$ cat src/rtl/reg_pipe_elastic.sv
// Stallable, flushable multi-stage pipeline register with per-stage valid bits.
// Stages advance independently, so bubbles collapse when the output is stalled.
module reg_pipe_elastic #(
  parameter int               WIDTH   = 16,
  parameter int               DEPTH   = 3,
  parameter logic [WIDTH-1:0] RST_VAL = '0
) (
  input  logic                       clk,
  input  logic                       rst,
  input  logic                       flush,
  input  logic                       in_valid,
  output logic                       in_ready,
  input  logic [WIDTH-1:0]           in_data,
  output logic                       out_valid,
  input  logic                       out_ready,
  output logic [WIDTH-1:0]           out_data,
  output logic [$clog2(DEPTH+1)-1:0] occupancy
);

  localparam int OW = $clog2(DEPTH+1);

  logic [WIDTH-1:0] data_q   [DEPTH];
  logic [WIDTH-1:0] src_data [DEPTH];
  logic [DEPTH-1:0] valid_q;
  logic [DEPTH-1:0] valid_d;
  logic [DEPTH-1:0] src_valid;
  logic [DEPTH-1:0] rdy;
  logic [DEPTH-1:0] load;
  logic [OW-1:0]    occ_d;

  // Handshakes: a transfer happens on an edge where valid and ready are both
  // high. valid never waits on ready; ready may depend combinationally on the
  // downstream ready (out_ready -> in_ready) and on flush, nothing else.
  always_comb begin
    rdy = '0;
    rdy[DEPTH-1] = out_ready | ~valid_q[DEPTH-1];
    for (int i = DEPTH - 2; i >= 0; i--) begin
      rdy[i] = rdy[i+1] | ~valid_q[i];
    end
  end

  // Each stage is fed by the one before it; stage 0 is fed by the input port.
  always_comb begin
    src_valid    = '0;
    src_valid[0] = in_valid;
    for (int i = 0; i < DEPTH; i++) begin
      src_data[i] = in_data;
    end
    for (int i = 1; i < DEPTH; i++) begin
      src_valid[i] = valid_q[i-1];
      src_data[i]  = data_q[i-1];
    end
  end

  // Data only moves with a valid item, so bubbles never disturb held data.
  always_comb begin
    valid_d = valid_q;
    load    = '0;
    for (int i = 0; i < DEPTH; i++) begin
      if (flush) begin
        valid_d[i] = 1'b0;
      end else if (rdy[i]) begin
        valid_d[i] = src_valid[i];
        load[i]    = src_valid[i];
      end
    end
  end

  always_comb begin
    occ_d = '0;
    for (int i = 0; i < DEPTH; i++) begin
      occ_d = occ_d + OW'(valid_d[i]);
    end
  end

  always_ff @(posedge clk) begin
    if (rst) begin
      valid_q   <= '0;
      occupancy <= '0;
      for (int i = 0; i < DEPTH; i++) begin
        data_q[i] <= RST_VAL;
      end
    end else begin
      valid_q   <= valid_d;
      occupancy <= occ_d;
      for (int i = 0; i < DEPTH; i++) begin
        if (load[i]) begin
          data_q[i] <= src_data[i];
        end
      end
    end
  end

  assign in_ready  = rdy[0] & ~flush;
  assign out_valid = valid_q[DEPTH-1] & ~flush;
  assign out_data  = data_q[DEPTH-1];

endmodule

$ cat config.mk
export PLATFORM = sky130hd
export DESIGN_NAME = reg_pipe_elastic
export DESIGN_NICKNAME = d
export VERILOG_FILES = /design/src/rtl/reg_pipe_elastic.sv
export SDC_FILE = /design/constraint.sdc
export NUM_CORES = 1
export LEC_CHECK = 0
export CORE_MARGIN = 2
export CORE_UTILIZATION = 51
export CTS_CLUSTER_DIAMETER = 150
export CTS_CLUSTER_SIZE = 30
export DETAILED_ROUTE_END_ITERATION = 10
export HOLD_SLACK_MARGIN = 0.15
export PLACE_DENSITY_LB_ADDON = 0.1
export SETUP_SLACK_MARGIN = 0.4
export SYNTH_ARGS = -nofsm -noshare
export SYNTH_HDL_FRONTEND = slang
export SYNTH_SLANG_ARGS = --single-unit
$ cat constraint.sdc
create_clock -name clk -period 2.01 [get_ports clk]
set_input_delay 0.3015 -clock clk [delete_from_list [all_inputs] [get_ports clk]]
set_output_delay 0.3015 -clock clk [all_outputs]
set_load 0.01 [all_outputs]
# [Yosys cells after proc, flatten, opt, wreduce, memory -nomap -nowiden]
# Memory sizes are Yosys's and may differ from the RTL's.
# Cells that the tools add are included.
[op_classes] bitwise=12 add_sub_neg=2 mux=26
[ops] op="$mux 16" n=3
[ops] op="$mux 1" n=23
[ops] op="$or 1x1->1" n=6
[ops] op="$not 1->1" n=4
[ops] op="$add 1x1->2" n=1
[ops] op="$add 2x1->2" n=1
[ops] op="$and 1x1->1" n=2
[totals] ram_bits=48 output_inout_bits=20 in_bits=21 memories=1 register_bits=5
[memory_table] memory="data_q" words=3 width=16 rd=3 rd_clocked_by_memory_dff=0 write_ports=3 line_no="22" source="logic [WIDTH-1:0] data_q [DEPTH];"

# [Logic depth before layout (Yosys ltp)]
# Gate-level depths: netlist (run 1).
[depth] word_depth=10 mapped_depth=5

# [Worst setup path after synthesis (run 1)]
# Ideal clock, no wire load.
[synth_path] path_type="in2reg" startpoint="in flush" endpoint="mem data_q[2][0] (netlist: data_q[0][32]), enable pin" required_time_ns=1.618 stages=4 path_slack_ns=0.287 arrival_time_ns=1.331 cell_sequence="buf_6 inv_1 nand2_1 o21bai_1"
[synth_lines] element="from (decl)" line_no="10" source="input logic flush,"
[synth_lines] element="to (decl)" line_no="22"

# [Final worst setup path (run 1)]
[layout_path] startpoint="reg valid_q[1]" endpoint="reg occupancy[0]"
[layout_lines] element="from (decl)" line_no="24" source="logic [DEPTH-1:0] valid_q;"
[layout_lines] element="from (signal assigned)" line_no="84" source="valid_q <= valid_d;"
[layout_lines] element="$not 1->1" line_no="38" source="rdy[i] = rdy[i+1] | ~valid_q[i];"
[layout_lines] element="$or 1x1->1" line_no="38"
[layout_lines] element="$mux 1 *" line_no="62" source="end else if (rdy[i]) begin"
[layout_lines] element="$mux 1 *" line_no="60" source="if (flush) begin"
[layout_lines] element="via valid_d[1]" line_no="25" source="logic [DEPTH-1:0] valid_d;"
[layout_lines] element="$add 1x1->2 *" line_no="72" source="occ_d = occ_d + OW'(valid_d[i]);"
[layout_lines] element="$add 2x1->2 *" line_no="72"
[layout_lines] element="via occ_d[0]" line_no="29" source="logic [OW-1:0] occ_d;"
[layout_lines] element="to (signal assigned)" line_no="79" source="occupancy <= '0;"
[layout_lines] element="to (signal assigned)" line_no="85" source="occupancy <= occ_d;"
[layout_lines] element="to (decl)" line_no="17" source="output logic [$clog2(DEPTH+1)-1:0] occupancy"
# Mark *: on every way through the listed nets, which the timed path passes. The rest lies on a longest branch.
# A chain may end at the register's enable or synchronous reset.

==> out/results.ini, run 1 <==
[outcome]
status = complete, no violations

[finish]
fillers = 303
regArea_um2 = 1540
multiInputGateArea_um2 = 505
drive_gt1_frac = 0.186
area_growth_pct = 21.8
design.final.nets = 204
insertedDiodeCount = 0

[synthesis]
synth_common_cells = edfxtp_1 (48), and3_1 (40), buf_4 (16)
synth_seq_cells = 53
synth_area_um2 = 2220
yosysWarnings = 0
yosysSeqAreaShare = 0.695
synth_cells = 155
synth_cell_types = 21
synth_xor_area_frac = 0
synth_nets = 177
avgSynthCellArea_um2 = 14.3
synth_fa_ha_area_frac = 0.00903
synth_mux_area_frac = 0
yosys.area.top_type_share = 0.650
synth_top_family_by_area = simple AND/OR/NAND/NOR gates
ys.flop_type = edfxtp_1
post-synth-top-count-cell = edfxtp_1
synth-edff-count = 48
synth_compound_area_frac = 0.0209
synth_area_leader_cell = edfxtp_1
synthSimpleGateAreaFrac = 0.182
async_flop_share = 0
synth_area_leaders = edfxtp_1 (65%), and3_1 (11%), buf_4 (5.4%), dfxtp_1 (4.5%), and3_2 (2.7%)

[clocking]
post_cts_buffers = 0
htree_levels = 2
clkSlewWorstSetupHoldPaths_ps = 90
clockRootBuffer = clkbuf_8
clock_path_buffers = 2
clock_sink_count = 53
clkLatencyLatePin_ps = 290
cts_buffers = 5
hold_buffers = 0
cts_tree = yes

[floorplan]
rows = 23
dieWidth_um = 69.9
dieHeight_um = 69.9
core_um2 = 4090
die_area_um2 = 4890
ios = 41
start_util = 0.543

[critical_path]
required_ps = 2200
ff2ff_path_depth = 6
critPathCaptureType = register
start_kind = register
worstSetupPathType = register to register
crit_fanout = 5
arrival_ps = 1760

[sta]
tightest_slew_ps = 745
skew_ps = 5.11
grt_setup_unrepaired = yes
setup_violations = 0
finalHoldViolCount = 0
worst_slack_ps = 447
slew_headroom = 0.503
finalCriticalPeriod_ps = 1560
period_share = 0.777
fmax_mhz = 640
drv_slew = 0

[place]
preCtsSetupSlack_ps = -28.9
hpwl_mm = 1.94
gp_congestion = 0.825
port_buffers = 40

[grt]
antenna_found_initial = 0
grt_pass1_vias = 1151
grt_max_degree = 49
grt_first_pass_wirelength_mm = 5.11
grt-ovfl-total = 0
grt_usage = 0.132

[power_and_ir_drop]
p_leak_uw = 0.00115
finalPower_uw = 2150
max-vdd-ir-drop_mv = 0.468
p_per_area_nw_per_um2 = 795

[route]
wirelength_mm = 3.07
wl_per_cell_um = 13.2
routed_via_density = 5.09
first_pass_iters = 4
drc = 0
vias = 1187
drtAntennaViolNets = 0
drt_iter0_markers = 74

[hold_path]
hold_depth = 1
hp-class = register to register

[flow_run]
maxCapViolations = 0

worst paths after layout:
path / startpoint / end / slack, ps
worst max-delay path: valid_q[1]$_SDFF_PP0_ / occupancy[0]$_SDFF_PP0_ / 450
worst min-delay path: data_q[0][1]$_SDFFCE_PN0P_ / data_q[0][17]$_SDFFCE_PN0P_ / 550
worst max register to register: valid_q[1]$_SDFF_PP0_ / occupancy[0]$_SDFF_PP0_ / 450
worst min register to register: data_q[0][1]$_SDFFCE_PN0P_ / data_q[0][17]$_SDFFCE_PN0P_ / 550
registers in the layout, summed over array words and instances, names as in the netlist:
name       flops
valid_q        3
data_q        48
occupancy      2
power by group:
group,switching [uW],internal [uW]
Combinational,90.2,101
Sequential,14.2,1260
Clock,313,366
routing by layer:
| metal | up-vias | global-route usage | wire, um |
|---|---|---|---|
| met5 | - | 0 | 0 |
| met4 | 0 | 0.0620 | 21 |
| met3 | 2 | 0.0346 | 193 |
| met2 | 38 | 0.210 | 1440 |
| met1 | 548 | 0.171 | 1410 |
| li1 | 599 | - | - |
through the flow:
stage	utilization	cell area, um2	std cells	hold slack, ps	TNS, ps
finish	0.661	2700	233	547	0
global route	0.661	2700	233	576	0
CTS	0.657	2690	232	530	0
detailed placement	0.627	2560	224	526	-56.5
global placement	0.627	2560	224	526	-4.80
floorplan	-	2220	155	479	0
cell families (layout without fill, tap and decap cells):
group           after synthesis  after routing
compound gates                6              6
fa+ha+maj                     1              1
buf+inv                      30             57
flops                        53             53
simple gates                 65             66
final cells by class:
class,instances,area share
tap,50,0.0232
sequential,53,0.571
clock inverter,3,0.0153
multi-input combinational,73,0.187
clock buffer,5,0.0255
timing repair buffer,47,0.175
inverter,2,0.00278
placed cells by master, fill, tap and decap left out, types with 4 or more instances in the layout:
| cell | synthesis | layout |
|---|---|---|
| edfxtp_1 | 48 | 48 |
| and3_1 | 40 | 40 |
| clkdlybuf4s50_1 | 0 | 36 |
| and3_2 | 8 | 8 |
| clkbuf_8 | 0 | 5 |
| dfxtp_1 | 5 | 5 |
| nor2_1 | 6 | 4 |
| buf_4 | 16 | 4 |
critical path: stages, from the launching register on:
cell and delay, ps:
dfxtp_1 390, and3b_4 240, buf_6 110, nor2_4 30
nor2_2 140, fa_1 410, nor2b_1 140
timing repair:
item,CTS,global route
gates cloned,0,1
gates resized for setup,13,2
pin swaps,2,0
setup endpoints to repair,30,39
Note: power is estimated with default switching activity, not from simulation.
==> run 2: changes to the inputs <==
--- a/config.mk
+++ b/config.mk
@@ -6,7 +6,7 @@
 export NUM_CORES = 1
 export LEC_CHECK = 0
 export CORE_MARGIN = 2
-export CORE_UTILIZATION = 51
+export CORE_UTILIZATION = 46
 export CTS_CLUSTER_DIAMETER = 150
 export CTS_CLUSTER_SIZE = 30
 export DETAILED_ROUTE_END_ITERATION = 10
==> constraint.sdc (replaced) <==
create_clock -name clk -period 1.3 [get_ports clk]
set_input_delay 0.195 -clock clk [delete_from_list [all_inputs] [get_ports clk]]
set_output_delay 0.195 -clock clk [all_outputs]
set_load 0.01 [all_outputs]
==> out/results.ini, run 2 (synthesis results as in run 1) <==
[route]
wl_per_cell_um = 15.8
first_pass_iters = 4
vias = 1324
drtAntennaViolNets = 0
drt_iter0_markers = 91
wirelength_mm = 3.95
drc = 0
routed_via_density = 5.30

[power_and_ir_drop]
max-vdd-ir-drop_mv = 0.608
p_leak_uw = 0.00126
finalPower_uw = 3200
p_per_area_nw_per_um2 = 1120

[critical_path]
ff2ff_path_depth = 5
required_ps = 1540
critPathCaptureType = register
r2r_setup_slack_ps = -200
cp_slowest_cell = fa_1
cp_slowest_stage_delay_ps = 550
reg2reg_from = valid_q[1]$_SDFF_PP0_
worstSetupPathType = register to register
r2r-end = occupancy[0]$_SDFF_PP0_
start_kind = register
arrival_ps = 1730
crit_chain = and3b_4 -> a21oi_4 -> nor2_2 -> fa_1 -> nor2b_4
crit_fanout = 4

[hold_path]
hold_depth = 3
hold_start = flush
worstHoldEndpoint = valid_q[1]$_SDFF_PP0_
hp-class = input port to register

[finish]
fillers = 385
insertedDiodeCount = 0
area_growth_pct = 28.8
top_register = data_q
mostFrequentLayoutCell = edfxtp_1
top_regs = data_q: 48 flops, valid_q: 3 flops, occupancy: 2 flops
design.final.nets = 217
layout_common_cells = edfxtp_1 (48), and3_1 (40), buf_2 (19)
drive_gt1_frac = 0.388
largest_register_ffs = 48

[clocking]
cts_buffers = 5
clockRootBuffer = clkbuf_8
cts_tree = yes
clock_sink_count = 53
hold_buffers = 0
clkSlewWorstSetupHoldPaths_ps = 80
clkLatencyLatePin_ps = 300
clock_path_buffers = 2
htree_levels = 2

[outcome]
violations = negative setup slack
status = complete, but fails checks

[floorplan]
dieHeight_um = 73.4
die_area_um2 = 5390
start_util = 0.473
core_um2 = 4690
ios = 41
dieWidth_um = 73.4
rows = 25

[sta]
drv_slew = 0
finalCriticalPeriod_ps = 1500
hold-worst-slack_ps = 468
grt_setup_unrepaired = yes
slew_headroom = 0.696
setup_violations = 67
period_share = 1.15
fmax_mhz = 668
tightest_slew_ps = 455
worst_slack_ps = -196
skew_ps = 6.15
finalHoldViolCount = 0

[grt]
grt_first_pass_wirelength_mm = 5.86
grt_usage = 0.146
grt_pass1_vias = 1236
grt_max_degree = 49
grt-ovfl-total = 0
antenna_found_initial = 0

[place]
port_buffers = 40
preCtsSetupSlack_ps = -524
hpwl_mm = 2.07
gp_congestion = 0.875

[flow_run]
maxCapViolations = 0

-- run 2: worst max-delay path by stage --
stage / slack (ps) / end / start
after global routing: -220 / occupancy[0]$_SDFF_PP0_ / valid_q[1]$_SDFF_PP0_
after CTS: -120 / occupancy[0]$_SDFF_PP0_ / valid_q[2]$_SDFF_PP0_
after global placement: -490 / occupancy[0]$_SDFF_PP0_ / out_ready
final: -200 / occupancy[0]$_SDFF_PP0_ / valid_q[1]$_SDFF_PP0_
after floorplan: -100 / occupancy[0]$_SDFF_PP0_ / valid_q[1]$_SDFF_PP0_
after detailed placement: -520 / data_q[0][25]$_SDFFCE_PN0P_ / flush
-- run 2: worst max-delay path, delay by kind of cell, from the launching register on --
kind	cells	cell delay, ps
compound gates	1	150
fa+ha+maj	1	550
flops	1	330
simple gates	3	420
-- run 2: report_power, final --
part | internal, uW | switching [uW]
clock | 381 | 485
sequential | 1950 | 24.0
combinational | 188 | 176
total | 2520 | 685
-- run 2: through the flow --
step | TNS [ps] | cell area [um2] | utilization | cells
floorplan | -1680 | 2230 | - | 155
global placement | -37930 | 2590 | 0.553 | 230
detailed placement | -42280 | 2590 | 0.553 | 230
CTS | -3740 | 2690 | 0.572 | 244
global route | -11330 | 2860 | 0.609 | 250
finish | -8390 | 2860 | 0.609 | 250
-- run 2: metal layers --
metal | share of wire | global-route usage
met5 | 0 | 0
met4 | 0.0051 | 0.0485
met3 | 0.048 | 0.0480
met2 | 0.49 | 0.222
met1 | 0.46 | 0.198
-- run 2: cell type report --
class / count / area, um2 / share of cell area
multi-input cells: 74 / 611 / 0.214
clock buffers: 7 / 76.3 / 0.0267
well taps: 54 / 67.6 / 0.0237
clock inverters: 1 / 7.51 / 0.00263
inverters: 2 / 7.51 / 0.00263
repair buffers: 59 / 541 / 0.189
flip-flops and latches: 53 / 1550 / 0.541
-- run 2: repair_timing --
| item | 4_1_cts | 5_1_grt |
|---|---|---|
| setup endpoints to repair | 121 | 120 |
| cloned | 3 | 4 |
| pin swaps | 6 | 7 |
| gates resized for setup | 94 | 20 |
| buffers inserted | 3 | 2 |
==> run 3: changes to the inputs <==
--- a/config.mk
+++ b/config.mk
@@ -5,8 +5,9 @@
 export SDC_FILE = /design/constraint.sdc
 export NUM_CORES = 1
 export LEC_CHECK = 0
+export ABC_AREA = 1
 export CORE_MARGIN = 2
-export CORE_UTILIZATION = 46
+export CORE_UTILIZATION = 47
 export CTS_CLUSTER_DIAMETER = 150
 export CTS_CLUSTER_SIZE = 30
 export DETAILED_ROUTE_END_ITERATION = 10
==> out/results.ini, run 3 <==
[hold_path]
hold_start = out_ready
worstHoldEndpoint = valid_q[2]$_SDFF_PP0_
hp-class = input port to register
hold_depth = 5

[synthesis]
post-synth-top-count-cell = inv_1
synth_area_leader_cell = edfxtp_1
synth_cell_types = 16
yosysSeqAreaShare = 0.637
yosys.area.top_type_share = 0.596
synth_common_cells = inv_1 (59), edfxtp_1 (48), nor2_1 (33)
synth_nets = 228
yosysWarnings = 0
ys.flop_type = edfxtp_1
synth_cells = 206
synth_area_um2 = 2420
synth-edff-count = 48
synth_area_leaders = edfxtp_1 (60%), nor2_4 (9.3%), inv_1 (9.2%), nor2_1 (5.1%), buf_4 (5.0%)
avgSynthCellArea_um2 = 11.7
synth_seq_cells = 53
async_flop_share = 0

[route]
drtAntennaViolNets = 0
drc = 0
first_pass_iters = 4
drt_iter0_markers = 57
vias = 1357
wirelength_mm = 3.75
wl_per_cell_um = 11.5
routed_via_density = 4.18

[outcome]
status = complete, but fails checks
violations = negative setup slack

[finish]
area_growth_pct = 31.2
drive_gt1_frac = 0.337
insertedDiodeCount = 0
final_area_um2 = 3170
top_regs = data_q: 48 flops, valid_q: 3 flops, occupancy: 2 flops
mostFrequentLayoutCell = inv_1
layout_common_cells = inv_1 (54), edfxtp_1 (48), nor2_1 (32)
largest_register_ffs = 48
top_register = data_q
design.final.nets = 276

[place]
preCtsSetupSlack_ps = -487
port_buffers = 40
placed_cell_area_um2 = 2890
gp_congestion = 0.701
hpwl_mm = 2.34

[power_and_ir_drop]
max-vdd-ir-drop_mv = 0.623
p_leak_uw = 0.00135
p_per_area_nw_per_um2 = 1100

[floorplan]
rows = 26
die_area_um2 = 5740
core_um2 = 5040
start_util = 0.480
dieWidth_um = 75.8
ios = 41
dieHeight_um = 75.8

[critical_path]
start_kind = register
r2r-end = data_q[0][9]$_SDFFCE_PN0P_
critPathTopFamily = simple AND/OR/NAND/NOR gates
cp_slowest_stage_delay_ps = 370
crit_chain = nand4_1 -> buf_4 -> nand3_4 -> nand2_4 -> nand2_8 -> clkbuf_16 -> nor2_4
cp_slowest_cell = dfxtp_4
ff2ff_path_depth = 7
cp-startpoint = valid_q[2]$_SDFF_PP0_
crit_fanout = 7
required_ps = 1370
worstSetupPathType = register to register
critPathBufInv = 2
reg2reg_from = valid_q[2]$_SDFF_PP0_
critPathCaptureType = register
arrival_ps = 1510
r2r_setup_slack_ps = -140

[grt]
grt_usage = 0.129
met2_usage = 0.230
grt_pass1_vias = 1264
busiest_layer = met2
antenna_found_initial = 0
grt-ovfl-total = 0
globalRouteMet3Util = 0.0463
grt_max_degree = 21
use_met1 = 0.142
grt_first_pass_wirelength_mm = 5.42

[sta]
slew_headroom = 0.799
skew_ps = 2.07
worst_slack_ps = -136
fmax_mhz = 696
tightest_slew_ps = 301
grt_setup_unrepaired = yes
period_share = 1.10
finalCriticalPeriod_ps = 1440
setup_violations = 66
finalHoldViolCount = 0
drv_slew = 0

[clocking]
cts_tree = yes
clkLatencyLatePin_ps = 300
clockRootBuffer = clkbuf_8
clkSlewWorstSetupHoldPaths_ps = 90
clock_path_buffers = 2
htree_levels = 2
cts_buffers = 5
clock_sink_count = 53

[flow_run]
maxCapViolations = 0

[run 3: changes by cell type in the layout (fill, tap and decap cells not counted), sizes merged, moves of 2 or more]
| cell | before | now |
|---|---|---|
| inv | 2 | 59 |
| and3 | 48 | 0 |
| nor2 | 8 | 53 |
| nand2 | 2 | 10 |
| nor2b | 4 | 0 |
| and2 | 0 | 3 |
| nor3 | 3 | 0 |
| a31o | 2 | 0 |
| clkbuf | 9 | 11 |
| nand3 | 0 | 2 |
[run 3: area by class of cell]
| type | count | area [um2] |
|---|---|---|
| Multi-Input combinational cell | 73 | 544 |
| Sequential cell | 53 | 1550 |
| Inverter | 59 | 221 |
| Fill cell | 395 | 1870 |
| Clock buffer | 6 | 72.6 |
| Tap cell | 70 | 87.6 |
| Clock inverter | 2 | 33.8 |
| Timing Repair Buffer | 62 | 667 |
[run 3: how the worst max path moves through the flow]
| stage | endpoint | slack (ps) | depth (start not counted) |
|---|---|---|---|
| after floorplan | data_q[0][10]$_SDFFCE_PN0P_ | 3 | 7 |
| after global placement | occupancy[0]$_SDFF_PP0_ | -400 | 7 |
| after detailed placement | data_q[0][40]$_SDFFCE_PN0P_ | -490 | 9 |
| after CTS | data_q[0][26]$_SDFFCE_PN0P_ | -140 | 7 |
| after global routing | occupancy[0]$_SDFF_PP0_ | -200 | 6 |
| final | data_q[0][9]$_SDFFCE_PN0P_ | -140 | 7 |
[run 3: timing repair]
action	in CTS	in global routing
pin swaps	4	2
hold buffers	0	0
resized for setup	92	21
endpoints found under the setup margin	120	121
gates cloned	0	6
setup buffers	2	1
[run 3: per-stage QoR]
step	hold WS [ps]	total power [uW]	utilization	instances	setup TNS, ps
after floorplan	266	2240	-	206	0
after global placement	520	2380	0.573	308	-33190
after detailed placement	527	2390	0.573	308	-39720
after CTS	484	3430	0.584	318	-5020
after global routing	526	3620	0.630	325	-9620
final	487	3480	0.630	325	-5370
[run 3: report_power, final]
part | switching (uW) | internal, uW | total (uW)
logic | 217 | 220 | 437
clock network | 499 | 568 | 1070
registers | 23.4 | 1950 | 1980
[run 3: cells by family (layout without fill, tap and decap cells)]
| group | after synthesis | in the layout | share of synthesized area |
|---|---|---|---|
| flops | 53 | 53 | 0.637 |
| simple gates | 69 | 69 | 0.178 |
| fa+ha+maj | 1 | 1 | 0.00827 |
| compound gates | 3 | 3 | 0.00620 |
| buf+inv | 80 | 129 | 0.170 |
[run 3: worst min-delay path, stage by stage]
cell and delay [ps]:
dlygate4sd2_1 210, inv_2 40, nand2_1 70, a21oi_1 100, and2_1 140
[run 3: routing by layer]
metal | routed length, um | up-vias
li1 | - | 689
met1 | 1410 | 632
met2 | 2130 | 32
met3 | 172 | 4
met4 | 40 | 0
met5 | 0 | -
